$ cat src/rtl/food_spawner_pkg.sv
// Shared constants for the food spawner: game states, spawner FSM encoding
// and the 16-bit Galois LFSR step (taps 16,14,13,11).
package food_pkg;

   localparam logic [1:0] GS_MENU  = 2'b00;
   localparam logic [1:0] GS_PLAY  = 2'b01;
   localparam logic [1:0] GS_PAUSE = 2'b10;
   localparam logic [1:0] GS_OVER  = 2'b11;

   typedef enum logic [1:0] {
      S_IDLE,
      S_DRAW,
      S_QUERY,
      S_COMMIT
   } state_t;

   localparam logic [15:0] LFSR_TAPS = 16'hB400;

   function automatic logic [15:0] lfsr_next(input logic [15:0] cur);
      return {1'b0, cur[15:1]} ^ (cur[0] ? LFSR_TAPS : 16'h0000);
   endfunction

endpackage

$ cat src/rtl/food_spawner_if.sv
// Occupancy-query handshake between the food spawner (master) and the
// snake body tracker (slave).
interface food_spawner_if #(
   parameter int X_W = 5,
   parameter int Y_W = 5
);
   logic           occ_req;
   logic [X_W-1:0] occ_x;
   logic [Y_W-1:0] occ_y;
   logic           occ_ack;
   logic           occ_hit;

   modport master (output occ_req, occ_x, occ_y, input occ_ack, occ_hit);
   modport slave  (input occ_req, occ_x, occ_y, output occ_ack, occ_hit);
endinterface

$ cat src/rtl/food_spawner_lfsr16.sv
// Free-running 16-bit Galois LFSR; holds SEED while reset is asserted.
module lfsr16
   import food_pkg::*;
#(
   parameter logic [15:0] SEED = 16'hACE1
) (
   input  logic        clk,
   input  logic        rst,
   output logic [15:0] q
);

   // NOTE: state is updated with non-blocking assignments so every flop
   // samples the pre-edge value, independent of block evaluation order.
   always_ff @(posedge clk) begin
      if (rst) q <= SEED;
      else     q <= lfsr_next(q);
   end

endmodule

$ cat src/rtl/food_spawner.sv
// Food spawner: keeps N_FOOD food slots placed on free, distinct grid cells
// using LFSR rejection sampling plus an occupancy query to the snake tracker.
module food_spawner
   import food_pkg::*;
#(
   parameter int          GRID_W    = 32,
   parameter int          GRID_H    = 24,
   parameter int          N_FOOD    = 2,
   parameter logic [15:0] LFSR_SEED = 16'hACE1,
   parameter int          MAX_TRIES = 15,
   localparam int         X_W       = $clog2(GRID_W),
   localparam int         Y_W       = $clog2(GRID_H),
   localparam int         I_W       = (N_FOOD > 1) ? $clog2(N_FOOD) : 1
) (
   input  logic                  clk,
   input  logic                  rst,
   input  logic [1:0]            game_state,
   input  logic                  get_food,
   input  logic [I_W-1:0]        eaten_idx,
   food_spawner_if.master        occ,
   output logic [N_FOOD*X_W-1:0] food_x,
   output logic [N_FOOD*Y_W-1:0] food_y,
   output logic [N_FOOD-1:0]     food_valid,
   output logic                  busy,
   output logic                  spawn_fail
);

   localparam int T_W = $clog2(MAX_TRIES + 1);

   state_t            state;
   logic [1:0]        gs_q;
   logic [N_FOOD-1:0] pending;
   logic [X_W-1:0]    fx [N_FOOD];
   logic [Y_W-1:0]    fy [N_FOOD];
   logic [I_W-1:0]    cur_idx;
   logic [X_W-1:0]    cand_x;
   logic [Y_W-1:0]    cand_y;
   logic [T_W-1:0]    try_cnt;
   logic [15:0]       lfsr;
   logic              lfsr_unused;

   lfsr16 #(.SEED(LFSR_SEED)) u_lfsr (
      .clk (clk),
      .rst (rst),
      .q   (lfsr)
   );

   assign lfsr_unused = ^lfsr;

   logic           play;
   logic           start;
   logic           eat_ok;
   logic [X_W-1:0] draw_x;
   logic [Y_W-1:0] draw_y;
   logic           draw_ok;
   logic           reject;
   logic [I_W-1:0] next_idx;

   assign play   = (game_state == GS_PLAY);
   assign start  = play && ((gs_q == GS_MENU) || (gs_q == GS_OVER));
   assign eat_ok = play && get_food && (int'(eaten_idx) < N_FOOD) && food_valid[eaten_idx];
   assign draw_x = lfsr[X_W-1:0];
   assign draw_y = lfsr[8 +: Y_W];

   // NOTE: every always_comb output gets a default before any conditional
   // update, otherwise synthesis infers a latch for the untaken paths.
   always_comb begin
      draw_ok = (int'(draw_x) < GRID_W) && (int'(draw_y) < GRID_H);
      for (int i = 0; i < N_FOOD; i++) begin
         if (food_valid[i] && (fx[i] == draw_x) && (fy[i] == draw_y)) draw_ok = 1'b0;
      end
   end

   always_comb begin
      next_idx = '0;
      for (int i = N_FOOD - 1; i >= 0; i--) begin
         if (pending[i]) next_idx = I_W'(i);
      end
   end

   assign reject = ((state == S_DRAW) && !draw_ok) ||
                   ((state == S_QUERY) && occ.occ_ack && occ.occ_hit);

   always_ff @(posedge clk) begin
      if (rst) begin
         state       <= S_IDLE;
         gs_q        <= GS_MENU;
         pending     <= '0;
         food_valid  <= '0;
         cur_idx     <= '0;
         cand_x      <= '0;
         cand_y      <= '0;
         try_cnt     <= '0;
         spawn_fail  <= 1'b0;
         occ.occ_req <= 1'b0;
         occ.occ_x   <= '0;
         occ.occ_y   <= '0;
         // NOTE: the slot position array is reset because it drives
         // food_x/food_y directly and those must read 0 out of reset.
         for (int i = 0; i < N_FOOD; i++) begin
            fx[i] <= '0;
            fy[i] <= '0;
         end
      end else begin
         gs_q       <= game_state;
         spawn_fail <= 1'b0;

         if (!play) begin
            state       <= S_IDLE;
            occ.occ_req <= 1'b0;
            occ.occ_x   <= '0;
            occ.occ_y   <= '0;
         end else begin
            case (state)
               S_IDLE: begin
                  if ((pending != '0) && !start) begin
                     state   <= S_DRAW;
                     cur_idx <= next_idx;
                  end
               end
               S_DRAW: begin
                  if (draw_ok) begin
                     state       <= S_QUERY;
                     cand_x      <= draw_x;
                     cand_y      <= draw_y;
                     occ.occ_req <= 1'b1;
                     occ.occ_x   <= draw_x;
                     occ.occ_y   <= draw_y;
                  end
               end
               S_QUERY: begin
                  if (occ.occ_ack) begin
                     occ.occ_req <= 1'b0;
                     occ.occ_x   <= '0;
                     occ.occ_y   <= '0;
                     state       <= occ.occ_hit ? S_DRAW : S_COMMIT;
                  end
               end
               S_COMMIT: begin
                  fx[cur_idx]         <= cand_x;
                  fy[cur_idx]         <= cand_y;
                  food_valid[cur_idx] <= 1'b1;
                  pending[cur_idx]    <= 1'b0;
                  state               <= S_IDLE;
               end
               default: state <= S_IDLE;
            endcase

            if (state == S_COMMIT) begin
               try_cnt <= '0;
            end else if (reject) begin
               if (try_cnt == T_W'(MAX_TRIES - 1)) begin
                  try_cnt    <= '0;
                  spawn_fail <= 1'b1;
               end else begin
                  try_cnt <= try_cnt + T_W'(1);
               end
            end
         end

         if (eat_ok) begin
            food_valid[eaten_idx] <= 1'b0;
            pending[eaten_idx]    <= 1'b1;
         end

         // A game start wins over any commit landing in the same cycle.
         if (start) begin
            food_valid <= '0;
            pending    <= '1;
         end
      end
   end

   for (genvar g = 0; g < N_FOOD; g++) begin : g_flat
      assign food_x[g*X_W +: X_W] = fx[g];
      assign food_y[g*Y_W +: Y_W] = fy[g];
   end

   assign busy = (state != S_IDLE) || (pending != '0);

endmodule
$ cat src/flat_wrapper.sv
// flat-port wrapper written by rule: the top's interface ports become plain ports
module food_spawner_flat import food_pkg::*;
#(
   parameter int          GRID_W    = 32,
   parameter int          GRID_H    = 24,
   parameter int          N_FOOD    = 2,
   parameter logic [15:0] LFSR_SEED = 16'hACE1,
   parameter int          MAX_TRIES = 15,
   localparam int         X_W       = $clog2(GRID_W),
   localparam int         Y_W       = $clog2(GRID_H),
   localparam int         I_W       = (N_FOOD > 1) ? $clog2(N_FOOD) : 1
)
  (clk, rst, game_state, get_food, eaten_idx, food_x, food_y, food_valid, busy, spawn_fail, occ_occ_req, occ_occ_x, occ_occ_y, occ_occ_ack, occ_occ_hit);
  food_spawner_if occ_i ();
  input  logic clk;
  input  logic rst;
  input  logic [1:0] game_state;
  input  logic get_food;
  input  logic [I_W-1:0] eaten_idx;
  output logic [N_FOOD*X_W-1:0] food_x;
  output logic [N_FOOD*Y_W-1:0] food_y;
  output logic [N_FOOD-1:0] food_valid;
  output logic busy;
  output logic spawn_fail;
  output wire logic [$bits(occ_i.occ_req)-1:0] occ_occ_req;
  output wire logic [$bits(occ_i.occ_x)-1:0] occ_occ_x;
  output wire logic [$bits(occ_i.occ_y)-1:0] occ_occ_y;
  input wire logic [$bits(occ_i.occ_ack)-1:0] occ_occ_ack;
  input wire logic [$bits(occ_i.occ_hit)-1:0] occ_occ_hit;
  assign occ_occ_req = occ_i.occ_req;
  assign occ_occ_x = occ_i.occ_x;
  assign occ_occ_y = occ_i.occ_y;
  assign occ_i.occ_ack = occ_occ_ack;
  assign occ_i.occ_hit = occ_occ_hit;
  food_spawner #(.GRID_W(GRID_W), .GRID_H(GRID_H), .N_FOOD(N_FOOD), .LFSR_SEED(LFSR_SEED), .MAX_TRIES(MAX_TRIES)) u_core (.clk(clk), .rst(rst), .game_state(game_state), .get_food(get_food), .eaten_idx(eaten_idx), .occ(occ_i), .food_x(food_x), .food_y(food_y), .food_valid(food_valid), .busy(busy), .spawn_fail(spawn_fail));
endmodule
$ cat config.mk
export PLATFORM = sky130hd
export DESIGN_NAME = food_spawner_flat
export DESIGN_NICKNAME = d
export VERILOG_FILES = /design/src/rtl/food_spawner_pkg.sv /design/src/rtl/food_spawner_if.sv /design/src/rtl/food_spawner_lfsr16.sv /design/src/rtl/food_spawner.sv /design/src/flat_wrapper.sv
export SDC_FILE = /design/constraint.sdc
export NUM_CORES = 1
export LEC_CHECK = 0
export ABC_AREA = 1
export CELL_PAD_IN_SITES_DETAIL_PLACEMENT = 0
export CELL_PAD_IN_SITES_GLOBAL_PLACEMENT = 1
export CORE_AREA = 4 4 99 91
export CTS_CLUSTER_SIZE = 20
export DETAILED_ROUTE_END_ITERATION = 8
export DIE_AREA = 0 0 103 95
export GPL_ROUTABILITY_DRIVEN = 0
export PLACE_DENSITY_LB_ADDON = 0.1
export SKIP_LAST_GASP = 1
export SYNTH_ARGS = -nofsm -noshare
export SYNTH_HDL_FRONTEND = slang
export SYNTH_SLANG_ARGS = --single-unit
$ cat constraint.sdc
create_clock -name clk -period 2.05 [get_ports clk]
set_input_delay 0.3075 -clock clk [delete_from_list [all_inputs] [get_ports clk]]
set_output_delay 0.3075 -clock clk [all_outputs]
set_load 0.01 [all_outputs]
# Word-level counts from Yosys, hierarchy flattened
# Memory sizes are Yosys's and may differ from the RTL's.
# Index checks and enable logic that the tools add are counted.
dict set report word_totals {
  out_inout_bits 35
  memories 2
  regBits 51
  ram_bits 20
}
# name words width read_ports rd_ports_with_merged_regs write_ports line
set mem_list {}
lappend mem_list {u_core.fx 2 5 2 0 2 food_spawner.sv:33} ;# logic [X_W-1:0] fx [N_FOOD];
lappend mem_list {u_core.fy 2 5 2 0 2 food_spawner.sv:34} ;# logic [Y_W-1:0] fy [N_FOOD];
dict set report classes {
  n_reduce_logical 34
  n_lt_le_gt_ge 5
  eq_ne 13
  bitwise 9
  n_addsub 1
  n_mux 49
}
# operator count
set ops {}
lappend ops {{$mux 2} 13}
lappend ops {{$mux 5} 5}
lappend ops {{$mux 1} 21}
lappend ops {{$eq 5x5->1} 4}
lappend ops {{$pmux 5 s2} 2}
lappend ops {{$mux 16} 1}
lappend ops {{$xor 15x16->16} 1}
lappend ops {{$logic_and 1x1->1} 13}
lappend ops {{$mux 4} 3}
lappend ops {{$reduce_and 3->1} 4}
lappend ops {{$reduce_or 5->1} 2}
lappend ops {{$pmux 2 s4} 1}
lappend ops {{$reduce_bool 2->1} 4}
lappend ops {{$eq 2x2->1 const B} 3}
lappend ops {{$lt 5x5->1 const B} 1}
lappend ops {{$add 4x1->4 const B} 1}
lappend ops {{$and 2x2->2} 2}
lappend ops {{$eq 2x1->1 const B} 2}
lappend ops {{$eq 4x4->1 const B} 1}
lappend ops {{$logic_not 2->1} 2}
lappend ops {{$lt 1x2->1 const B} 2}
lappend ops {{$ne 2x1->1 const B} 2}
lappend ops {{$not 2->2} 2}
lappend ops {{$or 2x2->2} 2}
lappend ops {{10 further kinds} 17}

# Logic depth before layout (Yosys ltp)
dict set report depth {
  word_depth 12
  depth_mapped 15
  depth_no_buf 14
}

# By module
# Synthesis repeated with hierarchy kept, for this count alone.
dict set report unflattened {
  hier_cells 386
  area_unflattened_um2 3308.2
}
# mod area_each_um2 cells_per_inst n_inst seq_area_each_um2
set by_module_without_submodules {}
lappend by_module_without_submodules {food_spawner 2834.0 335 1 1301.2}
lappend by_module_without_submodules {lfsr16 474.2 51 1 320.3}

# Worst setup path before layout
# No wires, ideal clock.
dict set report synth_timing {
  path_kind {input port to flip-flop}
  from {in rst}
  to {mem u_core.fx[0][0] (enable)}
  t_arrival_ns 1.199
  setup_slack_ns 0.511
  path_stages 4
  cell_sequence {clkbuf_1 > clkinv_1 > clkbuf_1 > nand2_1}
}
# item line
set synth_rtl {}
lappend synth_rtl {{start: declaration} flat_wrapper.sv:16} ;# input logic rst;
lappend synth_rtl {{end: declaration} food_spawner.sv:33}

# Worst setup path after layout
dict set report layout_timing {
  from {reg u_core.u_lfsr.q[0]}
  to {reg u_core.cand_x[3]}
}
dict set report layout_between {
  elab_chain_cells 6
  elab_cells_between_ends 9
}
# item line
set layout_lines {}
lappend layout_lines {{start: declaration} food_spawner_lfsr16.sv:9} ;# output logic [15:0] q
lappend layout_lines {{start signal: assignment} food_spawner_lfsr16.sv:16} ;# else q <= lfsr_next(q);
lappend layout_lines {{$eq 5x5->1} food_spawner.sv:70} ;# if (food_valid[i] && (fx[i] == draw_x) && (fy[i] == draw_y)) draw_ok = 1'b0;
lappend layout_lines {{$logic_and 1x1->1 (2 in a row)} food_spawner.sv:70}
lappend layout_lines {{$mux 1} food_spawner.sv:70}
lappend layout_lines {{$mux 1 *} food_spawner.sv:70}
lappend layout_lines {{$reduce_and 3->1 (no line) *} -}
lappend layout_lines {{end signal: assignment} food_spawner.sv:124} ;# cand_x <= draw_x;
lappend layout_lines {{end: declaration} food_spawner.sv:36} ;# logic [X_W-1:0] cand_x;
# Mark *: on every way between the ends. The rest lies on a longest branch, timed or not.
# A chain may end at the register's enable or synchronous reset.

==> results.cfg <==
[setup_path]
criticalPathCategory = register to register
cp_slowest_cell = dfxtp_1
endpoint = u_core.cand_x[3]
cp.arrival_ns = 2.13
r2r_cells = 12
crit_path_frequent_cell = nand2_1
endpoint_kind = register
reg2reg_setup_slack_ns = 0.17
worst-endpoint-required_ns = 2.31
cp_max_fo = 13
cp-startpoint = u_core.u_lfsr.q[0]
crit_chain = inv_4 > nand2_1 > nand2_1 > inv_1 > nand2_1 > nor2_1 > nand3_2 > nand4_4 > nor2_8 > buf_12 > nand2_4 > o31ai_2
rr_startpoint = u_core.u_lfsr.q[0]
r2r_end = u_core.cand_x[3]
critical_path.max_stage_delay_ns = 0.42
start_kind = register

[power_and_ir_drop]
ir_drop_mv = 0.401
p_leak_nw = 1.67
power_w = 0.00299
p_per_area_nw_per_um2 = 758

[global_route]
grt_max_degree = 26
grt_use_total = 0.170
antenna_found_initial = 0
grt_pass1_wl_um = 12500
grt_pass1_vias = 2407
grt-ovfl-total = 0

[cells_and_area]
drive_gt1_frac = 0.113
nets = 446
area_delta_synth_final_pct = 25.9
finish.instance_area_sq_um = 3940
antenna_cells = 0

[timing]
slew_violations = 0
fmax_mhz = 533
whs_ns = 0.405
slew_headroom = 0.723
rsz0062_at_grt = no
finalSetupViolations = 0
hold_viol_final = 0
worst_slew_pin_slew_ns = 0.415
min_period_ns = 1.88
fin_skew_ns = 0.00991
post-route-period-util = 0.915
worst_slack_ns = 0.174
timing.setup.tns_ns = 0

[yosys]
synth-edff-count = 20
ys_ff_latch = 71
yosysWarnings = 0
ys_types = 36
syn_inst = 381
synth_seq_area_share = 0.518
synth_async_sr_flop_share = 0
synth_ff_type = dfxtp_1
syn_nets = 391
syn-cell-area_sq_um = 3130
syn_avg_cell_area_sq_um = 8.22

[routing]
wl_per_cell_um = 14.3
ant_nets = 0
drc = 0
vias = 2507
vias_per_cell = 4.64
totalWireLength_um = 7720
drt_iter0_drc = 99
drt-pass1-iter-count = 4

[die]
die_h_um = 95
io_pins = 43
dieArea_sq_um = 9790
start_util = 0.392
coreArea_sq_um = 7990
rows = 31
die_w_um = 103

[clock_network]
cts_root_buf = clkbuf_8
cts_setup_buffers = 0
worstSkewPairLatency_ns = 0.34
cts_max_path_buffers = 2
clkTransAtPathRegs_ns = 0.08
cts_buffers = 9
clkSinkCount = 71
ctsHtreeMaxLevel = 3
tritoncts = built
postCtsHoldBufs = 0
post_cts_resized = 0

[worst_hold_path]
hold_path.class = register to register

[place]
dpl_cell_area_sq_um = 3730
place_hpwl_um = 5850
pre_cts_ws_ns = 0.0952
portBuffers = 42

[run]
max_cap_viol_count = 0

[outcome]
outcome = completed
cell families after synthesis:
family                   count (synthesis)  share of synthesized area
flip-flops                              71                      0.518
adder cells (fa/ha/maj)                  2                    0.00799
buffers and inverters                   67                     0.0891
XOR/XNOR                                 6                     0.0168
AND/OR/NAND/NOR                        191                      0.277
AO/OA/AOI/OAI                           44                     0.0911
synthesized netlist by cell type (2+ instances only):
cell type / instances / share of area
nand2_2: 5 / 0.010
a211oi_1: 2 / 0.0048
dfxtp_1: 51 / 0.33
o21ai_2: 4 / 0.011
xor2_1: 2 / 0.0056
nor2_1: 61 / 0.073
nor3_1: 3 / 0.0048
a21oi_1: 16 / 0.026
or2_2: 3 / 0.0060
nand3b_1: 2 / 0.0048
o31ai_2: 5 / 0.020
nand2_4: 4 / 0.014
o21ai_0: 14 / 0.022
edfxtp_1: 20 / 0.19
nand2_1: 83 / 0.10
nand3_1: 24 / 0.038
xnor2_1: 4 / 0.011
ha_1: 2 / 0.0080
inv_1: 56 / 0.067
clkinv_1: 2 / 0.0024
clkbuf_1: 3 / 0.0036
final cells by class:
class,count,area [sq um]
sequential,71,1620
clock inverter,4,68.8
clock buffer,12,145
fill,815,4050
multi-input combinational,243,1230
tap,99,124
inverter,60,228
timing repair buffer,51,526
stage by stage:
stage,util,std cells
after floorplan,-,381
final,0.493,540
after detailed placement,0.467,524
after global placement,0.467,524
after CTS,0.493,540
after global routing,0.493,540
sequential cells by signal (all words and copies together) (netlist names):
| name | cells |
|---|---|
| u_core.cand_x | 5 |
| u_core.cand_y | 5 |
| u_core.cur_idx | 1 |
| u_core.food_valid | 2 |
| u_core.fx | 10 |
| u_core.fy | 10 |
| u_core.gs_q | 2 |
| u_core.occ.occ_req | 1 |
| u_core.occ.occ_x | 5 |
| u_core.occ.occ_y | 5 |
| u_core.pending | 2 |
| u_core.spawn_fail | 1 |
| u_core.state | 2 |
| u_core.try_cnt | 4 |
| u_core.u_lfsr.q | 16 |
worst max-delay path: cells and delay by family, from the launching register on:
kind | cells | cell delay, ns
flip-flops | 1 | 0.42
AND/OR/NAND/NOR | 8 | 0.95
AO/OA/AOI/OAI | 1 | 0.07
buffers and inverters | 3 | 0.35
layer usage:
layer	track usage	up-vias	wire length, um
met5	0	-	0
met3	0.0332	11	357
met2	0.259	54	3380
met4	0.0593	0	133
li1	-	1311	-
met1	0.241	1131	3850
placed cells by master (no fill, tap or decap), types with 5 or more instances in the layout:
| cell | n |
|---|---|
| nand2_1 | 83 |
| buf_4 | 6 |
| inv_1 | 56 |
| nor2_1 | 61 |
| clkdlybuf4s50_1 | 42 |
| edfxtp_1 | 20 |
| clkbuf_8 | 10 |
| dfxtp_1 | 51 |
| nand2_2 | 5 |
| a21oi_1 | 16 |
| nand3_1 | 24 |
| o21ai_0 | 14 |
| o31ai_2 | 5 |
worst min-delay path by stage:
stage	start	endpoint	slack, ns	depth (start not counted)
finish	u_core.u_lfsr.q[5]	u_core.u_lfsr.q[4]	0.41	2
global route	u_core.u_lfsr.q[5]	u_core.u_lfsr.q[4]	0.43	2
CTS	u_core.u_lfsr.q[15]	u_core.u_lfsr.q[14]	0.41	2
detailed placement	u_core.u_lfsr.q[5]	u_core.u_lfsr.q[4]	0.39	2
global placement	u_core.u_lfsr.q[15]	u_core.u_lfsr.q[14]	0.39	2
floorplan	u_core.u_lfsr.q[15]	u_core.u_lfsr.q[14]	0.39	2
power breakdown:
part           internal (W)  switching, W
logic              0.000106      0.000141
clock network      0.000714      0.000506
registers           0.00148     0.0000392
total               0.00230      0.000686
Note: power is estimated with default switching activity, not from simulation.
